$ cat config.mk
export PLATFORM = sky130hd
export DESIGN_NAME = cpu7_ifu_imem_bridge
export DESIGN_NICKNAME = d
export VERILOG_FILES = /design/src/rtl/cpu7_ifu_imem_bridge.sv
export SDC_FILE = /design/constraint.sdc
export NUM_CORES = 1
export LEC_CHECK = 0
export CORE_MARGIN = 2
export CORE_UTILIZATION = 22
export CTS_CLUSTER_DIAMETER = 150
export DETAILED_ROUTE_END_ITERATION = 8
export PLACE_DENSITY_LB_ADDON = 0.12
export SYNTH_ARGS = -nofsm -noshare
export SYNTH_HDL_FRONTEND = slang
export SYNTH_SLANG_ARGS = --single-unit
$ cat constraint.sdc
create_clock -name clock -period 1.9 [get_ports clock]
set_input_delay 0.38 -clock clock [delete_from_list [all_inputs] [get_ports clock]]
set_output_delay 0.38 -clock clock [all_outputs]
set_load 0.1 [all_outputs]
$ cat src/rtl/cpu7_ifu_imem_bridge.sv
// IFU fetch-side bridge to the SRAM-like instruction bus: request issue, redirect discard, ADEF and bus-error reporting.
// Define CPU7_IFU_IMEM_RESP_BUF_EN to register the inst_* response group (+1 cycle on bus responses).
module cpu7_ifu_imem_bridge #(
   parameter int unsigned GRLEN       = 32,
   parameter int unsigned MAX_OUTST   = 2,
   parameter int unsigned CNT_W       = 3,
   parameter logic [5:0]  ADEF_CODE   = 6'h08,
   parameter logic [5:0]  BUSERR_CODE = 6'h0a
) (
   input  logic             clock,
   input  logic             reset,
   input  logic             inst_req,
   input  logic [31:0]      inst_addr,
   input  logic             inst_cancel,
   output logic             inst_addr_ok,
   output logic             inst_valid_f,
   output logic [GRLEN-1:0] inst_rdata_f,
   output logic             inst_ex,
   output logic [5:0]       inst_exccode,
   output logic [1:0]       inst_count,
   output logic             inst_uncache,
   output logic             bus_req,
   output logic [31:0]      bus_addr,
   input  logic             bus_addr_ok,
   input  logic             bus_data_ok,
   input  logic [31:0]      bus_rdata,
   input  logic             bus_err,
   input  logic             bus_uncache
);
   localparam logic [CNT_W-1:0] MAX_CNT = CNT_W'(MAX_OUTST);
   localparam logic [CNT_W-1:0] ONE     = CNT_W'(1);

   logic [CNT_W-1:0] outst_q, outst_d;
   logic [CNT_W-1:0] disc_q, disc_d;
   logic             adef_pend_q, adef_pend_d;

   logic             mis, issue, adef_acc, acc, beat, bus_valid;

   // response candidate before optional buffering
   logic             resp_v, resp_ex, resp_unc;
   logic [GRLEN-1:0] resp_rd;
   logic [5:0]       resp_code;

   // response as presented to the fetch datapath
   logic             out_v, out_ex, out_unc;
   logic [GRLEN-1:0] out_rd;
   logic [5:0]       out_code;

   // counter state
   always_ff @(posedge clock or posedge reset) begin
      if (reset) begin
         outst_q     <= '0;
         disc_q      <= '0;
         adef_pend_q <= 1'b0;
      end else begin
         outst_q     <= outst_d;
         disc_q      <= disc_d;
         adef_pend_q <= adef_pend_d;
      end
   end

   // issue, ADEF acceptance and counter next-state
   always_comb begin
      mis       = (inst_addr[1:0] != 2'b00);
      issue     = inst_req & ~inst_cancel & ~mis & ~adef_pend_q & (outst_q < MAX_CNT);
      adef_acc  = inst_req & ~inst_cancel & mis & ~adef_pend_q & (outst_q == '0);
      acc       = issue & bus_addr_ok;
      // a data_ok with nothing outstanding is ignored
      beat      = bus_data_ok & (outst_q != '0);
      bus_valid = beat & (disc_q == '0) & ~inst_cancel;

      outst_d     = outst_q + CNT_W'(acc) - CNT_W'(beat);
      adef_pend_d = adef_acc;
      disc_d      = disc_q;
      if (inst_cancel) begin
         disc_d = outst_q - CNT_W'(beat);
      end else if (beat && (disc_q != '0)) begin
         disc_d = disc_q - ONE;
      end
   end

`ifdef CPU7_IFU_IMEM_RESP_BUF_EN
   logic             r_v, r_ex, r_unc;
   logic [GRLEN-1:0] r_rd;
   logic [5:0]       r_code;

   // ADEF is loaded at acceptance so it lands one cycle later, like the passthrough build
   always_comb begin
      resp_v    = bus_valid;
      resp_ex   = bus_err & bus_valid;
      resp_code = (bus_err & bus_valid) ? BUSERR_CODE : 6'h00;
      resp_rd   = GRLEN'(bus_rdata);
      resp_unc  = bus_uncache;
      if (adef_acc) begin
         resp_v    = 1'b1;
         resp_ex   = 1'b1;
         resp_code = ADEF_CODE;
         resp_rd   = '0;
         resp_unc  = 1'b0;
      end
   end

   always_ff @(posedge clock or posedge reset) begin
      if (reset) begin
         r_v    <= 1'b0;
         r_ex   <= 1'b0;
         r_unc  <= 1'b0;
         r_rd   <= '0;
         r_code <= '0;
      end else begin
         r_v    <= resp_v;
         r_ex   <= resp_ex;
         r_unc  <= resp_unc;
         r_rd   <= resp_rd;
         r_code <= resp_code;
      end
   end

   // a redirect hides a buffered beat in the cycle it is raised
   always_comb begin
      out_v    = r_v & ~inst_cancel;
      out_ex   = r_ex & ~inst_cancel;
      out_code = (r_ex & ~inst_cancel) ? r_code : 6'h00;
      out_rd   = r_rd;
      out_unc  = r_unc;
   end
`else
   always_comb begin
      resp_v    = bus_valid;
      resp_ex   = bus_err & bus_valid;
      resp_code = (bus_err & bus_valid) ? BUSERR_CODE : 6'h00;
      resp_rd   = GRLEN'(bus_rdata);
      resp_unc  = bus_uncache;
      if (adef_pend_q) begin
         resp_v    = ~inst_cancel;
         resp_ex   = ~inst_cancel;
         resp_code = inst_cancel ? 6'h00 : ADEF_CODE;
         resp_rd   = '0;
         resp_unc  = 1'b0;
      end
   end

   always_comb begin
      out_v    = resp_v;
      out_ex   = resp_ex;
      out_code = resp_code;
      out_rd   = resp_rd;
      out_unc  = resp_unc;
   end
`endif

   // outputs held at reset values while reset is asserted
   always_comb begin
      inst_addr_ok = 1'b0;
      inst_valid_f = 1'b0;
      inst_rdata_f = '0;
      inst_ex      = 1'b0;
      inst_exccode = 6'h00;
      inst_count   = 2'd1;
      inst_uncache = 1'b0;
      bus_req      = 1'b0;
      bus_addr     = 32'h0;
      if (!reset) begin
         inst_addr_ok = acc | adef_acc;
         inst_valid_f = out_v;
         inst_rdata_f = out_rd;
         inst_ex      = out_ex;
         inst_exccode = out_code;
         inst_uncache = out_unc;
         bus_req      = issue;
         bus_addr     = inst_addr;
      end
   end

   a_no_spurious_data_ok: assert property (@(posedge clock) disable iff (reset)
      !(bus_data_ok && (outst_q == '0)));

endmodule
After elaboration in Yosys (flattened, before gate mapping)
Index checks and enable logic that the tools add are counted.
{"block": "word_totals", "memories": 0, "regBits": 7, "ram_bits": 0, "word_cells": 48, "romBits": 0, "latchBits": 0}
{"block": "op_classes", "eq_ne": 0, "n_div": 0, "n_reduce_logical": 7, "n_mux": 17, "n_mul": 0, "shift": 0, "bitwise": 16, "n_addsub": 4, "n_lt_le_gt_ge": 1}
{"cell": "$mux W32", "count": 3}
{"cell": "$mux W4", "count": 4}
{"cell": "$and A1 B1 Y1", "count": 12}
{"cell": "$mux W1", "count": 8}
{"cell": "$logic_not A3 Y1", "count": 2}
{"cell": "$mux W3", "count": 2}
{"cell": "$reduce_bool A3 Y1", "count": 2}
{"cell": "$sub A3 B1 Y3", "count": 2}
{"cell": "$reduce_bool A2 Y1", "count": 2}
{"cell": "$add A3 B1 Y3", "count": 1}
{"cell": "$lt A3 B2 Y1 const B", "count": 1}
{"cell": "$not A1 Y1", "count": 3}
{"cell": "$sub A3 B1 Y3 const B", "count": 1}
{"cell": "$logic_and A1 B1 Y1", "count": 1}
{"cell": "$or A1 B1 Y1", "count": 1}

Logic depth before layout (Yosys ltp)
Gate-level depths: netlist (run 1).
{"block": "logic_depth", "ltp_word": 8, "ltp_mapped": 8}

Least setup slack after synthesis (run 1)
Ideal clock, no wire load.
{"block": "synth_timing", "path_kind": "register to output", "startpoint": "register disc_q[0]", "endpoint": "output inst_exccode[3]", "n_path_buf": 1, "t_arrival_ps": 3067, "path_stages_with_launch": 7, "slack_ps": -1547, "t_required_ps": 1520, "path_cell_list": "dfrtp_1 -> inv_1 -> ha_1 -> nor3b_2 -> nand4b_1 -> a21oi_1 -> buf_4"}
{"block": "synth_via", "elab_chain_len": 7}
{"element": "start, declared", "line": "34", "source": "logic [CNT_W-1:0] disc_q, disc_d;"}
{"element": "start signal, assigned", "line": "57", "source": "disc_q <= disc_d;"}
{"element": "$logic_not A3 Y1", "line": "70", "source": "bus_valid = beat & (disc_q == '0) & ~inst_cancel;"}
{"element": "$and A1 B1 Y1 (2 in a row)", "line": "70"}
{"element": "$and A1 B1 Y1", "line": "131", "source": "resp_code = (bus_err & bus_valid) ? BUSERR_CODE : 6'h00;"}
{"element": "$mux W4", "line": "131"}
{"element": "$mux W4", "line": "134", "source": "if (adef_pend_q) begin"}
{"element": "$mux W4", "line": "163", "source": "if (!reset) begin"}
{"element": "end, declared", "line": "19", "source": "output logic [5:0] inst_exccode,"}
Every way passes these cells.

Worst setup path in the final report (run 1)
{"block": "layout_timing", "startpoint": "register disc_q[1]", "endpoint": "output inst_valid_f"}
{"block": "layout_via", "elab_chain_len": 5}
{"element": "$logic_not A3 Y1", "line": "70"}
{"element": "$and A1 B1 Y1 (2 in a row)", "line": "70"}
{"element": "$mux W1", "line": "134"}
{"element": "$mux W1", "line": "163"}
{"element": "end, declared", "line": "16", "source": "output logic inst_valid_f,"}
Every way passes these cells.

==> impl_metrics.toml, run 1 <==
[status]
outcome = "complete, but fails checks"
violations = "setup timing"

[power]
power_per_cell_area_mw_per_mm2 = 730
leakage_nw = 1.71
peakVddDrop_v = 0.000722

[critical_path]
crit_slowest_cell = "sky130_fd_sc_hd__dfrtp_1"
timing.setup.critical_path_class = "reg -> out"
worst-endpoint-arrival_ns = 1.69
worstPathBufferInverterCount = 3
cp_cell_sequence = "inv_2 -> ha_4 -> nor3b_4 -> buf_4 -> nand3b_1 -> a21oi_4 -> buf_12"
timing.critical_path.slowest_cell_delay_ns = 0.38
data_required_critical_path_ns = 1.52
worst_setup_path_start_kind = "flop"
critical_path_peak_fanout = 3
cp_capture_type = "output port"
critical-path-top-delay-family = "buffers and inverters"

[floorplan]
core_region_area_mm2 = 0.00466
die_width_um = 73.0
initial_core_util_pct = 22.5
die_h_um = 73.0
design.portCount = 149
placementRows = 25
dieArea_mm2 = 0.00533

[route]
finalWirelength_um = 6700
wl_per_cell_um = 18.6
dr_total_vias = 1607
antenna_violating_nets_post_route = 0
detailedRoute.firstIterationViolations = 33
drc = 0
avgViaCountPerCell = 4.46
drt_first_pass_iters = 4

[finish]
synthToLayoutAreaGrowth_pct = 273
layout.cells.most_common = "sky130_fd_sc_hd__buf_12"
post_route_cells_drive_above_1_share_pct = 61.8
fill_cells = 263
n_antenna_cell = 0
nets = 387
post_layout_nonfiller_instances = 360
mostFrequentLayoutCells = "sky130_fd_sc_hd__buf_12 (73), sky130_fd_sc_hd__clkdlybuf4s50_1 (66), sky130_fd_sc_hd__and2_4 (33)"
final_core_util_pct = 83.8

[grt]
global_route_congestion_overflow_total = 0
grt_antenna_before_repair = 0
grt_start_max_net_pins = 35
grt_pass1_vias = 1500
track_usage_pct = 20.5
grt_first_pass_wirelength_um = 8360

[placed_design]
dp_hpwl_um = 4880
port_buffers = 142
finalWeightedCongestion = 0.792
placed_cells = 338

[logic_synthesis]
post_synth_inst_count = 139
synth.avg_cell_area_um2 = 7.53
postSynthRegisterBits = 7
area_share_of_the_largest_cell_type_after_synthesis_pct = 20.3
ys_warn_count = 0
number_of_different_library_cells_in_the_post_synthesis_netlist = 28
synth_seq_area_share_pct = 16.7
synth_area_mm2 = 0.00105
area_contributors_post_synth = "sky130_fd_sc_hd__nor2b_1 (20%), sky130_fd_sc_hd__and2_1 (20%), sky130_fd_sc_hd__dfrtp_1 (17%)"
synth_top_area_cell = "sky130_fd_sc_hd__nor2b_1"

[cts]
tritoncts_clock_tree = "done"
ctsHtreeMaxLevel = 1
cts.root.buffer_cell = "sky130_fd_sc_hd__clkbuf_8"
cts_hold_buf = 0
worstSkewPairLatency_ns = 0.23
tritoncts_num_sinks = 7
clock_edge_transition_at_the_registers_on_the_reported_setup_and_hold_paths_ns = 0.04
cts.path.max_buffers = 2
tritoncts_buffer_count = 3

[timing]
grt_setup_unrepaired = "yes"
finalHoldViolCount = 0
postLayoutSetupSlackWorst_ns = -0.169
timing.slew.headroom_pct = 63.0
tightestPinTransition_ns = 0.556
finalMaxSlewViolations = 0
fmax_ghz = 0.483
fin_worst_skew_ns = 0.00257
whs_ns = 0.361
layout_worst_path_cycle_share_pct = 109
min_period_ns = 2.07
report.final.setup_viol = 30

[worst_hold_path]
worstHoldPathType = "in -> async"

[job]
maxCapViolCount = 0
## Yosys cell counts, drive strengths merged
library cell / number
a21boi: 1
a21oi: 5
and2: 33
buf: 8
clkbuf: 7
conb: 2
dfrtp: 7
fa: 1
ha: 7
inv: 10
nand2: 1
nand2b: 1
nand3: 2
nand3b: 2
nand4: 1
nand4b: 1
nor2: 4
nor2b: 34
nor3: 1
nor3b: 2
nor4b: 1
o311ai: 2
o31a: 1
o31ai: 1
or4: 2
xnor2: 2
## metal layers
metal	vias to the layer above	GRT usage [%]	share of wire (%)
met5	-	0	0
met4	0	5.97	1.8
met3	11	5.39	8.1
met2	93	36.4	55
met1	739	24.0	35
li1	764	-	-
## stage by stage
step                      setup slack [ns]  setup TNS [ns]  cell area (µm²)  total power [W]
after floorplan                     -0.389           -8.40             1340          0.00153
final                               -0.169           -1.12             3910          0.00285
after global routing                -0.245           -2.93             3910          0.00298
after detailed placement            -0.485           -2.84             3550          0.00229
after CTS                           -0.176          -0.758             3680          0.00262
after global placement              -0.432           -2.55             3550          0.00225
## state kept, by name (all words and copies together) (netlist names)
signal,cells
adef_pend_q,1
outst_q,3
disc_q,3
## layout make-up
type                    instances  area [µm²]  share of cell area, %
inverters                      10        37.5                  0.961
multi-input cells             111        1120                   28.6
well taps                      54        67.6                   1.73
flip-flops and latches          7         178                   4.55
repair buffers                174        2460                   63.0
clock buffers                   4        45.0                   1.15
## what timing repair did
item,4_1_cts,5_1_grt
pin swaps,11,37
buffers inserted,5,8
cloned,0,5
resized for setup,18,38
setup endpoints to repair,41,39
## power breakdown
| part | switching (W) | leakage (nW) | internal (W) |
|---|---|---|---|
| Clock | 0.0000704 | 0.0228 | 0.000146 |
| Sequential | 0.0000698 | 0.0822 | 0.000227 |
| Combinational | 0.00127 | 1.60 | 0.00107 |
## final timing paths
kind	startpoint	end	slack, ns	depth (start not counted)
min reg2reg	disc_q[1]	disc_q[1]	0.62	3
max in group asynchronous	reset	outst_q[1]	1.30	3
min in group clock	inst_cancel	disc_q[1]	0.58	3
min	reset	disc_q[1]	0.36	3
max reg2reg	outst_q[1]	outst_q[1]	-0.05	8
max	disc_q[1]	inst_valid_f	-0.17	7
## cell families (layout without fill, tap and decap cells)
family / count (synthesis) / in the layout / synth area share [%]
compound gates: 10 / 10 / 7.65
xor+xnor: 2 / 2 / 1.67
fa+ha+maj: 8 / 8 / 10.3
buf+inv: 25 / 188 / 11.6
flops: 7 / 7 / 16.7
other cells: 2 / 6 / 0.717
simple gates: 85 / 85 / 51.4
## worst reg2reg max path: cells and delay by family (launching register included)
family	cells	cell delay, ns
adders and majority gates	3	0.91
DFF	1	0.42
AOI/OAI and AO/OA	1	0.18
buffers and inverters	4	0.36
(Power assumes the default switching activity.)
==> inputs of run 2 (changes only) <==
--- a/config.mk
+++ b/config.mk
@@ -5,6 +5,7 @@
 export SDC_FILE = /design/constraint.sdc
 export NUM_CORES = 1
 export LEC_CHECK = 0
+export CORE_ASPECT_RATIO = 1.2
 export CORE_MARGIN = 2
 export CORE_UTILIZATION = 22
 export CTS_CLUSTER_DIAMETER = 150
==> run 2 against run 1 <==
  * The run still ends with setup timing left
  * Clock skew decreased by 0.0013 ns
  * Non-clock buffer count unchanged
  * Critical path depth unchanged
  * Final cell count increased by 1.1%
  * Total power increased by 1.4%
  * Via count decreased by 2.6%
  * Setup slack improved by 0.0072 ns
  * Die area about the same
  * Critical path type unchanged
  * Largest cell class unchanged
==> impl_metrics.toml, run 2 (synthesis results as in run 1) <==
[timing]
finalMaxSlewViolations = 0
report.final.setup_viol = 15
postLayoutSetupSlackWorst_ns = -0.162
finalHoldViolCount = 0
min_period_ns = 2.06
whs_ns = 0.382
fmax_ghz = 0.485
layout_worst_path_cycle_share_pct = 109
finalSetupTns_ns = -0.671
grt_setup_unrepaired = "yes"
fin_worst_skew_ns = 0.00125

[power]
peakVddDrop_v = 0.000931
power_per_cell_area_mw_per_mm2 = 745
leakage_nw = 1.68
total_power_consumption_w = 0.00289

[route]
drc = 0
antenna_violating_nets_post_route = 0
finalWirelength_um = 6510
detailedRoute.firstIterationViolations = 26
dr_total_vias = 1566
wl_per_cell_um = 17.9
avgViaCountPerCell = 4.30
drt_first_pass_iters = 4

[placed_design]
dp_worst_setup_slack_ns = -0.469
port_buffers = 142
dp_hpwl_um = 5090
finalWeightedCongestion = 0.840

[status]
violations = "setup timing"
outcome = "complete, but fails checks"

[job]
maxCapViolCount = 0

[finish]
n_antenna_cell = 0
synthToLayoutAreaGrowth_pct = 271
mostFrequentLayoutCells = "sky130_fd_sc_hd__buf_12 (73), sky130_fd_sc_hd__clkdlybuf4s50_1 (66), sky130_fd_sc_hd__buf_4 (23)"
fill_cells = 248
post_route_cells_drive_above_1_share_pct = 62.1
layout.cells.most_common = "sky130_fd_sc_hd__buf_12"
reg.largest.list = "disc_q (3), outst_q (3), adef_pend_q (1)"
nets = 387

[critical_path]
cp_capture_type = "output port"
ff2ff_setup_slack_ns = -0.01
worst-endpoint-arrival_ns = 1.68
data_required_critical_path_ns = 1.52
cp_cell_sequence = "inv_2 -> ha_4 -> nor3b_4 -> buf_4 -> nand3b_1 -> a21oi_4 -> buf_12"
timing.critical_path.slowest_cell_delay_ns = 0.39
critical_path_peak_fanout = 3
worstRegToRegCells = 7
crit_slowest_cell = "sky130_fd_sc_hd__dfrtp_1"
worst_setup_path_start_kind = "flop"
timing.setup.critical_path_class = "reg -> out"

[grt]
grt_antenna_before_repair = 0
global_route_congestion_overflow_total = 0
grt_pass1_vias = 1644
grt_start_max_net_pins = 38
grt_first_pass_wirelength_um = 9030
track_usage_pct = 23.0

[floorplan]
core_region_area_mm2 = 0.00459
initial_core_util_pct = 22.8
dieArea_mm2 = 0.00533
die_h_um = 79.6
placementRows = 27
design.portCount = 149
die_width_um = 67.0

[cts]
cts.path.max_buffers = 2
cts_hold_buf = 0
cts.root.buffer_cell = "sky130_fd_sc_hd__clkbuf_8"
tritoncts_num_sinks = 7
ctsHtreeMaxLevel = 1
clock_edge_transition_at_the_registers_on_the_reported_setup_and_hold_paths_ns = 0.04
worstSkewPairLatency_ns = 0.23
tritoncts_buffer_count = 3
tritoncts_clock_tree = "done"

[worst_hold_path]
worstHoldPathType = "in -> async"
[run 2: cell types whose count changed in the layout (fill, tap and decap cells not counted)]
cell	change
sky130_fd_sc_hd__ha_4	+2
sky130_fd_sc_hd__and2_2	+15
sky130_fd_sc_hd__nand3_4	-1
sky130_fd_sc_hd__ha_1	-1
sky130_fd_sc_hd__ha_2	-1
sky130_fd_sc_hd__dfrtp_1	-1
sky130_fd_sc_hd__clkdlybuf4s15_2	+1
sky130_fd_sc_hd__clkbuf_2	-1
sky130_fd_sc_hd__clkbuf_16	-1
sky130_fd_sc_hd__dfrtp_2	+1
sky130_fd_sc_hd__buf_4	+2
sky130_fd_sc_hd__buf_8	-1
sky130_fd_sc_hd__nand3_1	+1
sky130_fd_sc_hd__and2_4	-15
[run 2: final timing paths]
path                             from            to
max                         disc_q[0]  inst_valid_f
min                             reset     disc_q[2]
max reg2reg                outst_q[2]    outst_q[1]
min reg2reg                outst_q[0]    outst_q[0]
max in group asynchronous       reset   adef_pend_q
min in group clock         outst_q[0]    outst_q[0]
[run 2: power breakdown]
part | switching [W] | total (W) | internal [W]
sequential | 0.0000755 | 0.000303 | 0.000228
clock | 0.0000686 | 0.000214 | 0.000146
combinational | 0.00129 | 0.00238 | 0.00109
total | 0.00143 | 0.00289 | 0.00146
[run 2: layout make-up]
type | count | area (µm²) | share of cell area (%)
Inverter | 10 | 37.5 | 0.966
Multi-Input combinational cell | 111 | 1110 | 28.5
Timing Repair Buffer | 174 | 2440 | 62.9
Sequential cell | 7 | 179 | 4.60
Clock buffer | 4 | 45.0 | 1.16
Tap cell | 58 | 72.6 | 1.87
[run 2: critical path, delay by kind of cell, from the launching register on]
kind | cells | cell delay, ns
buffers and inverters | 3 | 0.42
and+or+nand+nor | 2 | 0.31
adders and majority gates | 1 | 0.13
DFF | 1 | 0.39
AOI/OAI and AO/OA | 1 | 0.19
[run 2: repair_timing]
action | 4_1_cts | 5_1_grt
pin swaps | 10 | 18
buffers inserted | 14 | 6
gates cloned | 1 | 2
setup endpoints to repair | 41 | 37
gates resized for setup | 23 | 20
[run 2: layer usage]
layer  share of wire [%]  track usage (%)
met1                  29             20.5
met2                  58             47.6
met3                 9.6             5.92
met4                 2.8             7.55
met5                   0                0
[run 2: per-stage QoR]
stage,instances,util (%),area (µm²)
global placement,339,77.1,3540
finish,364,84.6,3890
global route,364,84.6,3890
CTS,358,82.3,3780
detailed placement,339,77.1,3540
floorplan,143,-,1340
==> inputs of run 3 (changes only) <==
--- a/config.mk
+++ b/config.mk
@@ -5,9 +5,10 @@
 export SDC_FILE = /design/constraint.sdc
 export NUM_CORES = 1
 export LEC_CHECK = 0
+export ABC_AREA = 1
 export CORE_ASPECT_RATIO = 1.2
 export CORE_MARGIN = 2
-export CORE_UTILIZATION = 22
+export CORE_UTILIZATION = 24
 export CTS_CLUSTER_DIAMETER = 150
 export DETAILED_ROUTE_END_ITERATION = 8
 export PLACE_DENSITY_LB_ADDON = 0.12
==> run 3 against run 2 <==
  * The flow still finishes with violations (setup timing)
  * Worst hold slack got worse by 0.066 ns
  * Clock-buffer cell count unchanged
  * Register-to-register slack got worse by 0.05 ns
  * Area after synthesis increased by 12%
  * Highest routed layer unchanged
  * Synthesized cell count increased by 58%
  * Final cell count increased by 24%
  * Sequential share of layout area decreased by 0.33 points
==> impl_metrics.toml, run 3 <==
[logic_synthesis]
yosys-top-cells-count = "sky130_fd_sc_hd__nor2_1 (69), sky130_fd_sc_hd__nand2_1 (48), sky130_fd_sc_hd__inv_1 (44), sky130_fd_sc_hd__buf_4 (9)"
ys_warn_count = 0
synth_top_area_cell = "sky130_fd_sc_hd__nor2_1"
synthArstFlopShare_pct = 100
synth_area_mm2 = 0.00117
postSynthRegisterBits = 7
synth.avg_cell_area_um2 = 5.33
number_of_different_library_cells_in_the_post_synthesis_netlist = 22
post_synth_inst_count = 220
synth_seq_area_share_pct = 14.9
area_contributors_post_synth = "sky130_fd_sc_hd__nor2_1 (22%), sky130_fd_sc_hd__nand2_1 (15%), sky130_fd_sc_hd__dfrtp_1 (15%)"
area_share_of_the_largest_cell_type_after_synthesis_pct = 22.1
postSynth.topFlopCell = "sky130_fd_sc_hd__dfrtp_1"
synth_enable_flop_cells = 0
yosysMostFrequentCell = "sky130_fd_sc_hd__nor2_1"

[floorplan]
design.portCount = 149
die_h_um = 80.6
dieArea_mm2 = 0.00547
initial_core_util_pct = 25.2
die_width_um = 67.8
placementRows = 27
core_region_area_mm2 = 0.00466

[route]
drt_first_pass_iters = 4
finalWirelength_um = 6720
drc = 0
antenna_violating_nets_post_route = 0
detailedRoute.firstIterationViolations = 78
avgViaCountPerCell = 4.50
wl_per_cell_um = 14.9
dr_total_vias = 2031

[timing]
whs_ns = 0.317
min_period_ns = 1.97
grt_setup_unrepaired = "yes"
finalMaxSlewViolations = 0
postLayoutSetupSlackWorst_ns = -0.0745
finalHoldViolCount = 0
finalSetupTns_ns = -0.371
layout_worst_path_cycle_share_pct = 104
fin_worst_skew_ns = 0.000220
fmax_ghz = 0.506
report.final.setup_viol = 8

[placed_design]
port_buffers = 142
dp_hpwl_um = 4880
finalWeightedCongestion = 0.787
placed_cells = 430

[cts]
worstSkewPairLatency_ns = 0.23
ctsHtreeMaxLevel = 1
tritoncts_buffer_count = 3
cts.path.max_buffers = 2
cts_hold_buf = 0
cts.root.buffer_cell = "sky130_fd_sc_hd__clkbuf_8"
tritoncts_num_sinks = 7
clock_edge_transition_at_the_registers_on_the_reported_setup_and_hold_paths_ns = 0.04
tritoncts_clock_tree = "done"

[finish]
nets = 474
post_layout_nonfiller_instances = 451
n_antenna_cell = 0
reg.largest.list = "disc_q (3), outst_q (3), adef_pend_q (1)"
mostFrequentLayoutCells = "sky130_fd_sc_hd__buf_12 (76), sky130_fd_sc_hd__clkdlybuf4s50_1 (65), sky130_fd_sc_hd__nand2_1 (43)"
synthToLayoutAreaGrowth_pct = 249
final_core_util_pct = 87.8
layout.cells.most_common = "sky130_fd_sc_hd__buf_12"
post_route_cells_drive_above_1_share_pct = 47.3

[power]
peakVddDrop_v = 0.000501
leakage_nw = 1.94
power_per_cell_area_mw_per_mm2 = 718

[job]
maxCapViolCount = 0

[critical_path]
cp_capture_type = "output port"
worst-endpoint-arrival_ns = 1.59
critical_path_peak_fanout = 2
timing.setup.critical_path_class = "reg -> out"
worst_setup_path_start_kind = "flop"
data_required_critical_path_ns = 1.52

[grt]
grt_start_max_net_pins = 22
grt_first_pass_wirelength_um = 9830
grt_pass1_vias = 2120
grt_antenna_before_repair = 0
global_route_congestion_overflow_total = 0
track_usage_pct = 23.9

[worst_hold_path]
worstHoldPathType = "in -> async"

[status]
outcome = "complete, but fails checks"
violations = "setup timing"
run 3: critical path, cell delays in order, from the launching register on:
cell	delay [ns]
sky130_fd_sc_hd__dfrtp_1	0.41
sky130_fd_sc_hd__inv_2	0.09
sky130_fd_sc_hd__ha_4	0.13
sky130_fd_sc_hd__inv_2	0.04
sky130_fd_sc_hd__nor2_4	0.10
sky130_fd_sc_hd__nand3_4	0.11
sky130_fd_sc_hd__buf_6	0.13
sky130_fd_sc_hd__a21oi_4	0.15
sky130_fd_sc_hd__buf_12	0.19
run 3: cell type report:
cell class / count / area (µm²)
Clock buffer: 4 / 45.0
Fill cell: 215 / 568
Inverter: 46 / 175
Multi-Input combinational cell: 152 / 1100
Sequential cell: 7 / 175
Tap cell: 58 / 72.6
Timing Repair Buffer: 184 / 2520
run 3: cells by family (layout without fill, tap and decap cells):
| family | count (synthesis) | in the layout | share of synthesized area (%) |
|---|---|---|---|
| compound gates | 7 | 7 | 2.98 |
| buf+inv | 65 | 234 | 26.2 |
| xor+xnor | 3 | 3 | 2.24 |
| mux | 1 | 1 | 0.853 |
| other cells | 2 | 6 | 0.640 |
| flops | 7 | 7 | 14.9 |
| fa+ha+maj | 8 | 8 | 9.17 |
| simple gates | 127 | 127 | 43.0 |
run 3: path summary, 6_finish.rpt:
check | from | to | slack (ns) | depth (start not counted)
worst max register to register | outst_q[1] | outst_q[1] | -0.06 | 9
worst min-delay path | reset | outst_q[2] | 0.32 | 3
min in group clock | outst_q[0] | outst_q[0] | 0.65 | 2
max in group asynchronous | reset | adef_pend_q | 1.46 | 3
worst max-delay path | outst_q[1] | inst_addr_ok | -0.07 | 8
worst min register to register | outst_q[0] | outst_q[0] | 0.65 | 2
run 3: repair_timing:
item | 4_1_cts | 5_1_grt
setup endpoints to repair | 29 | 30
pin swaps | 12 | 13
gates resized for setup | 33 | 15
buffers inserted | 12 | 5
run 3: metrics by stage:
| step | cell area [µm²] | total power (W) | setup slack [ns] |
|---|---|---|---|
| after floorplan | 1470 | 0.00161 | -0.416 |
| after global placement | 3770 | 0.00236 | -0.356 |
| after detailed placement | 3770 | 0.00241 | -0.451 |
| after CTS | 3990 | 0.00276 | -0.0242 |
| after global routing | 4090 | 0.00308 | -0.125 |
| final | 4090 | 0.00294 | -0.0745 |
run 3: routing by layer:
metal	GRT usage (%)	part of all wire (%)
met3	5.60	9.4
met4	8.00	4.5
met1	22.4	31
met5	0	0
met2	48.3	55
run 3: power breakdown:
part	switching [W]	total [W]	internal, W	leakage [nW]
combinational	0.00143	0.00243	0.000998	1.83
sequential	0.0000656	0.000287	0.000222	0.0853
clock	0.0000776	0.000224	0.000146	0.0228
